**src/rtl/fetch_pc_unit_if.sv**
```systemverilog
// Decode/CP0-to-fetch bundle for fetch_pc_unit. The master drives the redirect
// controls; the slave (the PC unit) returns the fetch address and flags.
interface fetch_pc_unit_if;
  logic        stall;
  logic        isBranch;
  logic [9:0]  D_inStrType;
  logic [31:0] D_PC;
  logic [15:0] D_imm16;
  logic [25:0] D_index26;
  logic [31:0] D_RD1;
  logic        req;
  logic [31:0] EPC;
  logic [31:0] F_PC;
  logic        F_BD;
  logic        F_ExcAdEL;

  modport master (
    output stall, isBranch, D_inStrType, D_PC, D_imm16, D_index26, D_RD1, req, EPC,
    input  F_PC, F_BD, F_ExcAdEL
  );

  modport slave (
    input  stall, isBranch, D_inStrType, D_PC, D_imm16, D_index26, D_RD1, req, EPC,
    output F_PC, F_BD, F_ExcAdEL
  );
endinterface

```
**src/rtl/fetch_pc_unit.sv**
```systemverilog
// Fetch PC register with prioritised next-PC selection (exception, eret, stall,
// branch, jump, jr, sequential). Optional fetch address check: FETCH_ADEL_CHECK_EN.
module fetch_pc_unit (
  input  logic           clk,
  input  logic           reset,
  fetch_pc_unit_if.slave bus
);

  // Decode-stage instruction type codes; must match the decoder's table.
  localparam logic [9:0] INSTR_BEQ  = 10'h001;
  localparam logic [9:0] INSTR_BNE  = 10'h002;
  localparam logic [9:0] INSTR_J    = 10'h004;
  localparam logic [9:0] INSTR_JAL  = 10'h008;
  localparam logic [9:0] INSTR_JR   = 10'h010;
  localparam logic [9:0] INSTR_ERET = 10'h020;

  localparam logic [31:0] RESET_PC = 32'h0000_3000;
  localparam logic [31:0] EXC_PC   = 32'h0000_4180;

  typedef enum logic [2:0] {
    SEL_EXC,
    SEL_ERET,
    SEL_HOLD,
    SEL_BRANCH,
    SEL_JUMP,
    SEL_JR,
    SEL_SEQ
  } next_sel_e;

  logic [31:0] pc_q;
  logic [31:0] pc_d;
  next_sel_e   next_sel;

  logic        is_branch_instr;
  logic        is_jump_instr;
  logic        is_jr_instr;
  logic        is_eret_instr;
  logic [31:0] branch_off;
  logic [31:0] branch_tgt;
  logic [31:0] jump_tgt;
  logic [31:0] seq_pc;

  assign is_branch_instr = (bus.D_inStrType == INSTR_BEQ) || (bus.D_inStrType == INSTR_BNE);
  assign is_jump_instr   = (bus.D_inStrType == INSTR_J)   || (bus.D_inStrType == INSTR_JAL);
  assign is_jr_instr     = (bus.D_inStrType == INSTR_JR);
  assign is_eret_instr   = (bus.D_inStrType == INSTR_ERET);

  // All target arithmetic is 32-bit and wraps silently.
  assign branch_off = {{14{bus.D_imm16[15]}}, bus.D_imm16, 2'b00};
  assign branch_tgt = bus.D_PC + 32'd4 + branch_off;
  assign jump_tgt   = {bus.D_PC[31:28], bus.D_index26, 2'b00};
  assign seq_pc     = pc_q + 32'd4;

  always_comb begin
    next_sel = SEL_SEQ;
    if (bus.req) begin
      next_sel = SEL_EXC;
    end else if (is_eret_instr) begin
      next_sel = SEL_ERET;
    end else if (bus.stall) begin
      next_sel = SEL_HOLD;
    end else if (is_branch_instr && bus.isBranch) begin
      next_sel = SEL_BRANCH;
    end else if (is_jump_instr) begin
      next_sel = SEL_JUMP;
    end else if (is_jr_instr) begin
      next_sel = SEL_JR;
    end
  end

  always_comb begin
    pc_d = seq_pc;
    case (next_sel)
      SEL_EXC:    pc_d = EXC_PC;
      SEL_ERET:   pc_d = bus.EPC;
      SEL_HOLD:   pc_d = pc_q;
      SEL_BRANCH: pc_d = branch_tgt;
      SEL_JUMP:   pc_d = jump_tgt;
      SEL_JR:     pc_d = bus.D_RD1;
      default:    pc_d = seq_pc;
    endcase
  end

  always_ff @(posedge clk or posedge reset) begin
    if (reset) begin
      pc_q <= RESET_PC;
    end else begin
      pc_q <= pc_d;
    end
  end

  assign bus.F_PC = pc_q;
  // Delay-slot flag follows decode directly, so it is unaffected by stall.
  assign bus.F_BD = is_branch_instr || is_jump_instr || is_jr_instr;

`ifdef FETCH_ADEL_CHECK_EN
  assign bus.F_ExcAdEL = (pc_q[1:0] != 2'b00) ||
                         (pc_q < 32'h0000_3000) || (pc_q > 32'h0000_6FFC);
`else
  assign bus.F_ExcAdEL = 1'b0;
`endif

endmodule

```
**src/flat_wrapper.sv**
```systemverilog
// flat-port wrapper written by rule: the top's interface ports become plain ports
module fetch_pc_unit_flat 
  (clk, reset, bus_stall, bus_isBranch, bus_D_inStrType, bus_D_PC, bus_D_imm16, bus_D_index26, bus_D_RD1, bus_req, bus_EPC, bus_F_PC, bus_F_BD, bus_F_ExcAdEL);
  fetch_pc_unit_if bus_i ();
  input  logic clk;
  input  logic reset;
  input wire logic [$bits(bus_i.stall)-1:0] bus_stall;
  input wire logic [$bits(bus_i.isBranch)-1:0] bus_isBranch;
  input wire logic [$bits(bus_i.D_inStrType)-1:0] bus_D_inStrType;
  input wire logic [$bits(bus_i.D_PC)-1:0] bus_D_PC;
  input wire logic [$bits(bus_i.D_imm16)-1:0] bus_D_imm16;
  input wire logic [$bits(bus_i.D_index26)-1:0] bus_D_index26;
  input wire logic [$bits(bus_i.D_RD1)-1:0] bus_D_RD1;
  input wire logic [$bits(bus_i.req)-1:0] bus_req;
  input wire logic [$bits(bus_i.EPC)-1:0] bus_EPC;
  output wire logic [$bits(bus_i.F_PC)-1:0] bus_F_PC;
  output wire logic [$bits(bus_i.F_BD)-1:0] bus_F_BD;
  output wire logic [$bits(bus_i.F_ExcAdEL)-1:0] bus_F_ExcAdEL;
  assign bus_i.stall = bus_stall;
  assign bus_i.isBranch = bus_isBranch;
  assign bus_i.D_inStrType = bus_D_inStrType;
  assign bus_i.D_PC = bus_D_PC;
  assign bus_i.D_imm16 = bus_D_imm16;
  assign bus_i.D_index26 = bus_D_index26;
  assign bus_i.D_RD1 = bus_D_RD1;
  assign bus_i.req = bus_req;
  assign bus_i.EPC = bus_EPC;
  assign bus_F_PC = bus_i.F_PC;
  assign bus_F_BD = bus_i.F_BD;
  assign bus_F_ExcAdEL = bus_i.F_ExcAdEL;
  fetch_pc_unit u_core (.clk(clk), .reset(reset), .bus(bus_i));
endmodule
```
**config.mk**
```make
export PLATFORM = sky130hd
export DESIGN_NAME = fetch_pc_unit_flat
export DESIGN_NICKNAME = d
export VERILOG_FILES = /design/src/rtl/fetch_pc_unit_if.sv /design/src/rtl/fetch_pc_unit.sv /design/src/flat_wrapper.sv
export SDC_FILE = /design/constraint.sdc
export NUM_CORES = 1
export LEC_CHECK = 0
export ABC_AREA = 1
export CORE_UTILIZATION = 35
export DETAILED_ROUTE_END_ITERATION = 6
export PLACE_DENSITY = 0.73
export REMOVE_ABC_BUFFERS = 1
export SETUP_SLACK_MARGIN = 0.2
export SYNTH_ARGS = -nofsm -noshare
export SYNTH_HDL_FRONTEND = slang
export SYNTH_SLANG_ARGS = --single-unit
```
**constraint.sdc**
```tcl
create_clock -name clk -period 3.3 [get_ports clk]
set_input_delay 0.495 -clock clk [delete_from_list [all_inputs] [get_ports clk]]
set_output_delay 0.495 -clock clk [all_outputs]
set_load 0.01 [all_outputs]
```
==> flow_metrics.tcl, run 1 <==
set metrics [dict create \
    fin_crit_sh 0.866 \
    grt_pass1_vias 6836 \
    ys_types 39 \
    n_fill_cell 1684 \
    postRouteAntennaNets 0 \
    dr.pass1.iters 5 \
    wl_per_cell_um 15.4 \
    cts_sinks 32 \
    place_hpwl_mm 18.4 \
    power_leakage_uw 0.00403 \
    report.final.hold_viol_count 0 \
    drive_gt1_frac 0.0531 \
    port_buffers 185 \
    final_nets 1435 \
    antenna_found_initial 0 \
    drt_wl_total_mm 22.1 \
    critPathLaunchType "input port" \
    viasPerCell 5.03 \
    antenna_cells 0 \
    cts_root_buf "clkbuf_16" \
    cts_resized 0 \
    worst-slew-pin-transition_ns 0.558 \
    numCtsBuffers 5 \
    fp.dieW_um 131 \
    synth-seq-cells 32 \
    relSlewSlack 0.628 \
    syn-cell-area_um2 5840 \
    end_kind "flip-flop" \
    crit_fanout 5 \
    grt_usage 0.257 \
    grt_max_degree 35 \
    clock.fmax_mhz 350 \
    vias 7240 \
    register_area_um2 803 \
    routabilityCongestion 0.973 \
    start_util 0.364 \
    syn_to_final_growth_pct 39.5 \
    synth.avg_cell_area_um2 5.65 \
    yosys_warnings 0 \
    overflow 0 \
    fin_crit_ns 2.86 \
    pre_cts_ws_ns 0.135 \
    setup_viol 0 \
    syn_inst 1034 \
    finalClockSkew_ns 0.00624 \
    cp.arrival_ns 3.04 \
    drt_iter0_markers 546 \
    worst-setup-path-type "input port to flip-flop" \
    hp-class "flip-flop to flip-flop" \
    clock_latency_ns 0.28 \
    required_ns 3.48 \
    ir_drop_uv 234 \
    die-area_um2 17200 \
    largest_register_ffs 32 \
    cts_buffer_depth 2 \
    fin_tns_setup_ns 0 \
    core_area_um2 16100 \
    path_clk_slew_ns 0.06 \
    grt_first_pass_wirelength_mm 35.6 \
    slew_violations 0 \
    synth_seq_area_share 0.138 \
    cts_max_level 2 \
    multi_input_area_um2 4400 \
    rsz0062_at_grt "yes" \
    cts-hold-fix-buffers 0 \
    cts_setup_buffers 0 \
    cts_tree "yes" \
    drc 0 \
    die_h_um 131 \
    ioPinCount 187 \
    outcome "finished, final reports clean" \
    power_density_nw_per_um2 240 \
    rows 46 \
    timing.final.ws_setup_ns 0.441 \
    max_cap_viol_count 0 \
]
kinds of logic after synthesis:
logic type / Yosys count / synth area share
other: 1 / 0.000642
AO/OA/AOI/OAI: 84 / 0.0834
AND/OR/NAND/NOR: 672 / 0.500
buffers and inverters: 159 / 0.110
flip-flops: 32 / 0.138
adder cells (fa/ha/maj): 59 / 0.128
XOR/XNOR: 27 / 0.0405
worst max-delay path, stage by stage:
cell,delay (ns)
clkdlybuf4s50_1,0.40
ha_1,0.29
ha_1,0.23
fa_1,0.40
nand3_1,0.10
nand2_1,0.16
nand3_1,0.12
nand2_1,0.13
nand2_1,0.09
nand2_1,0.13
nand2_1,0.13
nand4_1,0.08
nand3_1,0.09
nand3_1,0.08
nand2_1,0.07
inv_1,0.04
routing by layer:
metal  routed length, um  global-route usage
met4                 498              0.0712
met3                1950              0.0394
met2                9570               0.421
met5                   0                   0
met1               10100               0.348
synth_stat cells:
library cell / count / share of area
inv_4: 1 / 0.0011
nor2_1: 142 / 0.091
conb_1: 1 / 0.00064
o21bai_1: 9 / 0.012
and2_1: 4 / 0.0043
or2_2: 3 / 0.0032
buf_6: 1 / 0.0019
a31oi_1: 3 / 0.0032
a21oi_4: 2 / 0.0056
nor4_1: 3 / 0.0032
o21ai_1: 1 / 0.00086
fa_1: 1 / 0.0034
nor2_2: 5 / 0.0054
xor2_1: 15 / 0.023
inv_2: 7 / 0.0045
nor2_4: 4 / 0.0077
nand3_2: 2 / 0.0034
nand3_4: 3 / 0.0090
nand2_1: 357 / 0.23
o211ai_1: 4 / 0.0051
o21ai_0: 21 / 0.018
nand3b_1: 6 / 0.0077
nor3_1: 21 / 0.018
nand3_1: 79 / 0.068
o31ai_1: 1 / 0.0013
a21oi_1: 41 / 0.035
nand2_4: 3 / 0.0058
xnor2_1: 12 / 0.018
dfstp_2: 2 / 0.0090
ha_1: 58 / 0.12
dfrtp_1: 30 / 0.13
nand2_2: 6 / 0.0064
nor3_2: 2 / 0.0034
a21o_1: 2 / 0.0026
inv_1: 133 / 0.086
buf_2: 12 / 0.010
nand4_1: 31 / 0.033
buf_4: 5 / 0.0064
or2_1: 1 / 0.0011
stage by stage:
stage                     utilization  std cells  cell area [um^2]  hold WS (ns)  total power [uW]
after floorplan                     -       1016              5730         0.504              1010
after global placement          0.498       1432              7990         0.508              1460
after detailed placement        0.498       1432              7990         0.510              1470
after CTS                       0.507       1440              8140         0.518              1950
after global routing            0.507       1440              8140         0.563              2090
final                           0.507       1440              8140         0.517              1950
final timing paths:
| kind | from | endpoint | slack, ns | depth (start not counted) |
|---|---|---|---|---|
| max in group asynchronous | reset | u_core.bus.F_PC[13] | 2.33 | 3 |
| worst min register to register | u_core.bus.F_PC[12] | u_core.bus.F_PC[12] | 0.52 | 2 |
| min in group asynchronous | reset | u_core.bus.F_PC[27] | 0.62 | 3 |
| worst max-delay path | bus_D_imm16[1] | u_core.bus.F_PC[29] | 0.44 | 16 |
| worst min-delay path | u_core.bus.F_PC[12] | u_core.bus.F_PC[12] | 0.52 | 2 |
| worst max register to register | u_core.bus.F_PC[2] | u_core.bus.F_PC[22] | 1.08 | 10 |
cell type report:
cell class | instances | share of cell area
sequential | 32 | 0.0986
clock buffer | 6 | 0.0171
clock inverter | 2 | 0.00123
tap | 216 | 0.0332
multi-input combinational | 843 | 0.540
timing repair buffer | 200 | 0.244
inverter | 141 | 0.0653
cell usage in the layout, fill, tap and decap left out, types with 2 or more instances in the layout:
cell and count:
nand2_1 357, clkdlybuf4s50_1 185, nor2_1 140, inv_1 133, nand3_1 79, ha_1 58
a21oi_1 41, nand4_1 31, dfrtp_1 30, nor3_1 21, o21ai_0 20, xor2_1 15
buf_4 13, xnor2_1 12, o21bai_1 9, nor2_2 7, inv_2 7, nand2_2 6
nand3b_1 6, clkbuf_16 5, nor2_4 4, o211ai_1 4, and2_1 4, nand3_4 3
nand2_4 3, nor4_1 3, a31oi_1 3, or2_2 3, a21oi_4 2, nand3_2 2
nor3_2 2, o21ai_1 2, a21o_1 2, clkinv_2 2, buf_12 2, dfstp_2 2
power breakdown:
| part | total [uW] | switching [uW] | internal [uW] | leakage [uW] |
|---|---|---|---|---|
| Clock | 479 | 181 | 298 | 0.0000766 |
| Combinational | 978 | 518 | 460 | 0.00356 |
| Sequential | 494 | 63.9 | 430 | 0.000394 |
No activity file was read; power rests on OpenSTA's default activity.
==> inputs of run 2 (changes only) <==
--- a/config.mk
+++ b/config.mk
@@ -6,6 +6,7 @@
 export NUM_CORES = 1
 export LEC_CHECK = 0
 export ABC_AREA = 1
+export CAP_MARGIN = 20
 export CORE_UTILIZATION = 35
 export DETAILED_ROUTE_END_ITERATION = 6
 export PLACE_DENSITY = 0.73
==> results of run 2 <==
No change in the layout: final DEF, timing and power equal those of run 1.
==> inputs of run 3 (changes only) <==
==> constraint.sdc (replaced) <==
create_clock -name clk -period 3.6 [get_ports clk]
set_input_delay 0.54 -clock clk [delete_from_list [all_inputs] [get_ports clk]]
set_output_delay 0.54 -clock clk [all_outputs]
set_load 0.01 [all_outputs]
==> run 3 against run 2 <==
  * Non-clock buffer count is 3 lower
  * Worst setup slack better by 0.11 ns
  * Clock power is 4% higher
  * Final area is 0.23% lower
  * Clock skew is 0.0030 ns lower
  * First-iteration DRC count is 31% higher
  * Clock-buffer cell count is 1 lower
  * Hold slack worse by 0.0033 ns
  * Global-route usage is 0.19 points lower
  * Largest power group unchanged
  * Sequential power is 8.1% lower
  * Highest routed layer unchanged
  * Critical path type unchanged
  * Combinational power is 8.9% lower
==> flow_metrics.tcl, run 3 (synthesis gave the netlist of run 1 again) <==
set metrics [dict create \
    finalClockSkew_ns 0.00327 \
    final_nets 1432 \
    rows 46 \
    crit_fanout 5 \
    hp-class "flip-flop to flip-flop" \
    wl_per_cell_um 15.4 \
    drt_iter0_markers 714 \
    drive_gt1_frac 0.0491 \
    power_density_nw_per_um2 227 \
    dr.pass1.iters 6 \
    vias 7204 \
    net-switching-power_uw 701 \
    worst-setup-path-type "input port to flip-flop" \
    die-area_um2 17200 \
    grt_usage 0.255 \
    pre_cts_ws_ns 0.0525 \
    clockPowerShare 0.270 \
    core_area_um2 16100 \
    path_clk_slew_ns 0.06 \
    viasPerCell 5.01 \
    postRouteAntennaNets 0 \
    setup_viol 0 \
    antenna_found_initial 0 \
    place_hpwl_mm 18.2 \
    largest_register_ffs 32 \
    ioPinCount 187 \
    cts_tree "yes" \
    p_int_uw 1140 \
    p_sw_frac 0.380 \
    comb_power_share 0.484 \
    power_leakage_uw 0.00402 \
    fin_crit_ns 3.05 \
    numCtsBuffers 5 \
    timing.final.ws_setup_ns 0.552 \
    cts-hold-fix-buffers 0 \
    syn_to_final_growth_pct 39.2 \
    clock.fmax_mhz 328 \
    cp.arrival_ns 3.22 \
    register_area_um2 803 \
    outcome "finished, final reports clean" \
    fp.dieW_um 131 \
    cts_buffer_depth 2 \
    critPathLaunchType "input port" \
    cts_root_buf "clkbuf_16" \
    routabilityCongestion 0.957 \
    n_fill_cell 1679 \
    max_cap_viol_count 0 \
    overflow 0 \
    clock_latency_ns 0.28 \
    cts_sinks 32 \
    grt_pass1_vias 6800 \
    worst-slew-pin-transition_ns 0.735 \
    grt_first_pass_wirelength_mm 35.2 \
    fin_crit_sh 0.847 \
    rsz0062_at_grt "no" \
    drc 0 \
    p_seq_frac 0.246 \
    multi_input_area_um2 4390 \
    grt_max_degree 26 \
    final_common_cell "nand2_1" \
    final_cell_mix "357 x nand2_1, 184 x clkdlybuf4s50_1, 142 x nor2_1" \
    port_buffers 185 \
    fin_tns_setup_ns 0 \
    slew_violations 0 \
    antenna_cells 0 \
    ir_drop_uv 148 \
    end_kind "flip-flop" \
    required_ns 3.77 \
    drt_wl_total_mm 22.1 \
    relSlewSlack 0.509 \
    start_util 0.364 \
    cts_max_level 2 \
    report.final.hold_viol_count 0 \
    die_h_um 131 \
]
[run 3: changes by cell type in the layout (fill, tap and decap cells not counted), sizes merged]
cell           change
buf                -3
bufinv             +1
clkbuf             -1
clkdlybuf4s50      -1
clkinv             -1
clkinvlp           +1
dlymetal6s2s       +1
[run 3: final timing paths]
path	from	to	slack, ns	cells after the start
hold / removal	u_core.bus.F_PC[12]	u_core.bus.F_PC[12]	0.51	2
min in group asynchronous	reset	u_core.bus.F_PC[30]	0.68	2
hold reg to reg	u_core.bus.F_PC[12]	u_core.bus.F_PC[12]	0.51	2
max in group asynchronous	reset	u_core.bus.F_PC[12]	2.15	3
setup reg to reg	u_core.bus.F_PC[2]	u_core.bus.F_PC[22]	1.43	10
setup / recovery	bus_D_imm16[1]	u_core.bus.F_PC[11]	0.55	13
[run 3: layer usage]
layer,GRT usage,routed length (um),up-vias
met5,0,0,-
met3,0.0316,1670,25
met4,0.0503,332,0
met2,0.425,9720,297
li1,-,-,3672
met1,0.352,10400,3210
[run 3: repair_timing]
action | CTS | global route
endpoints found under the setup margin | 0 | 1
resized for setup | 0 | 1
buffers inserted | 0 | 0
[run 3: area by class of cell]
cell class | instances | share of cell area
clock buffers | 5 | 0.0154
clock inverters | 3 | 0.00524
inverters | 141 | 0.0655
multi-input cells | 843 | 0.541
flip-flops and latches | 32 | 0.0989
well taps | 216 | 0.0333
repair buffers | 197 | 0.241
[run 3: per-stage QoR]
step | instances | util | hold WS (ns) | total power (uW) | cell area, um^2
after floorplan | 1016 | - | 0.504 | 930 | 5730
after global placement | 1429 | 0.495 | 0.505 | 1340 | 7950
after detailed placement | 1429 | 0.495 | 0.506 | 1340 | 7950
after CTS | 1437 | 0.506 | 0.513 | 1840 | 8120
after global routing | 1437 | 0.506 | 0.545 | 1970 | 8120
final | 1437 | 0.506 | 0.513 | 1840 | 8120
[run 3: worst max-delay path, cell delays in order]
cell             delay, ns
clkdlybuf4s50_1       0.42
ha_1                  0.30
ha_1                  0.24
fa_1                  0.41
nand3_1               0.10
nand2_1               0.14
nand2_1               0.09
nand3_1               0.18
or2_2                 0.34
nand3_1               0.19
nand3_1               0.10
nor2_1                0.10
a21oi_1               0.07
[run 3: power groups by stage]
stage,clock [uW],combinational (uW),sequential [uW]
global placement,0,883,459
global route,523,991,458
finish,498,891,454
detailed placement,0,885,458
CTS,499,893,452
floorplan,0,475,455
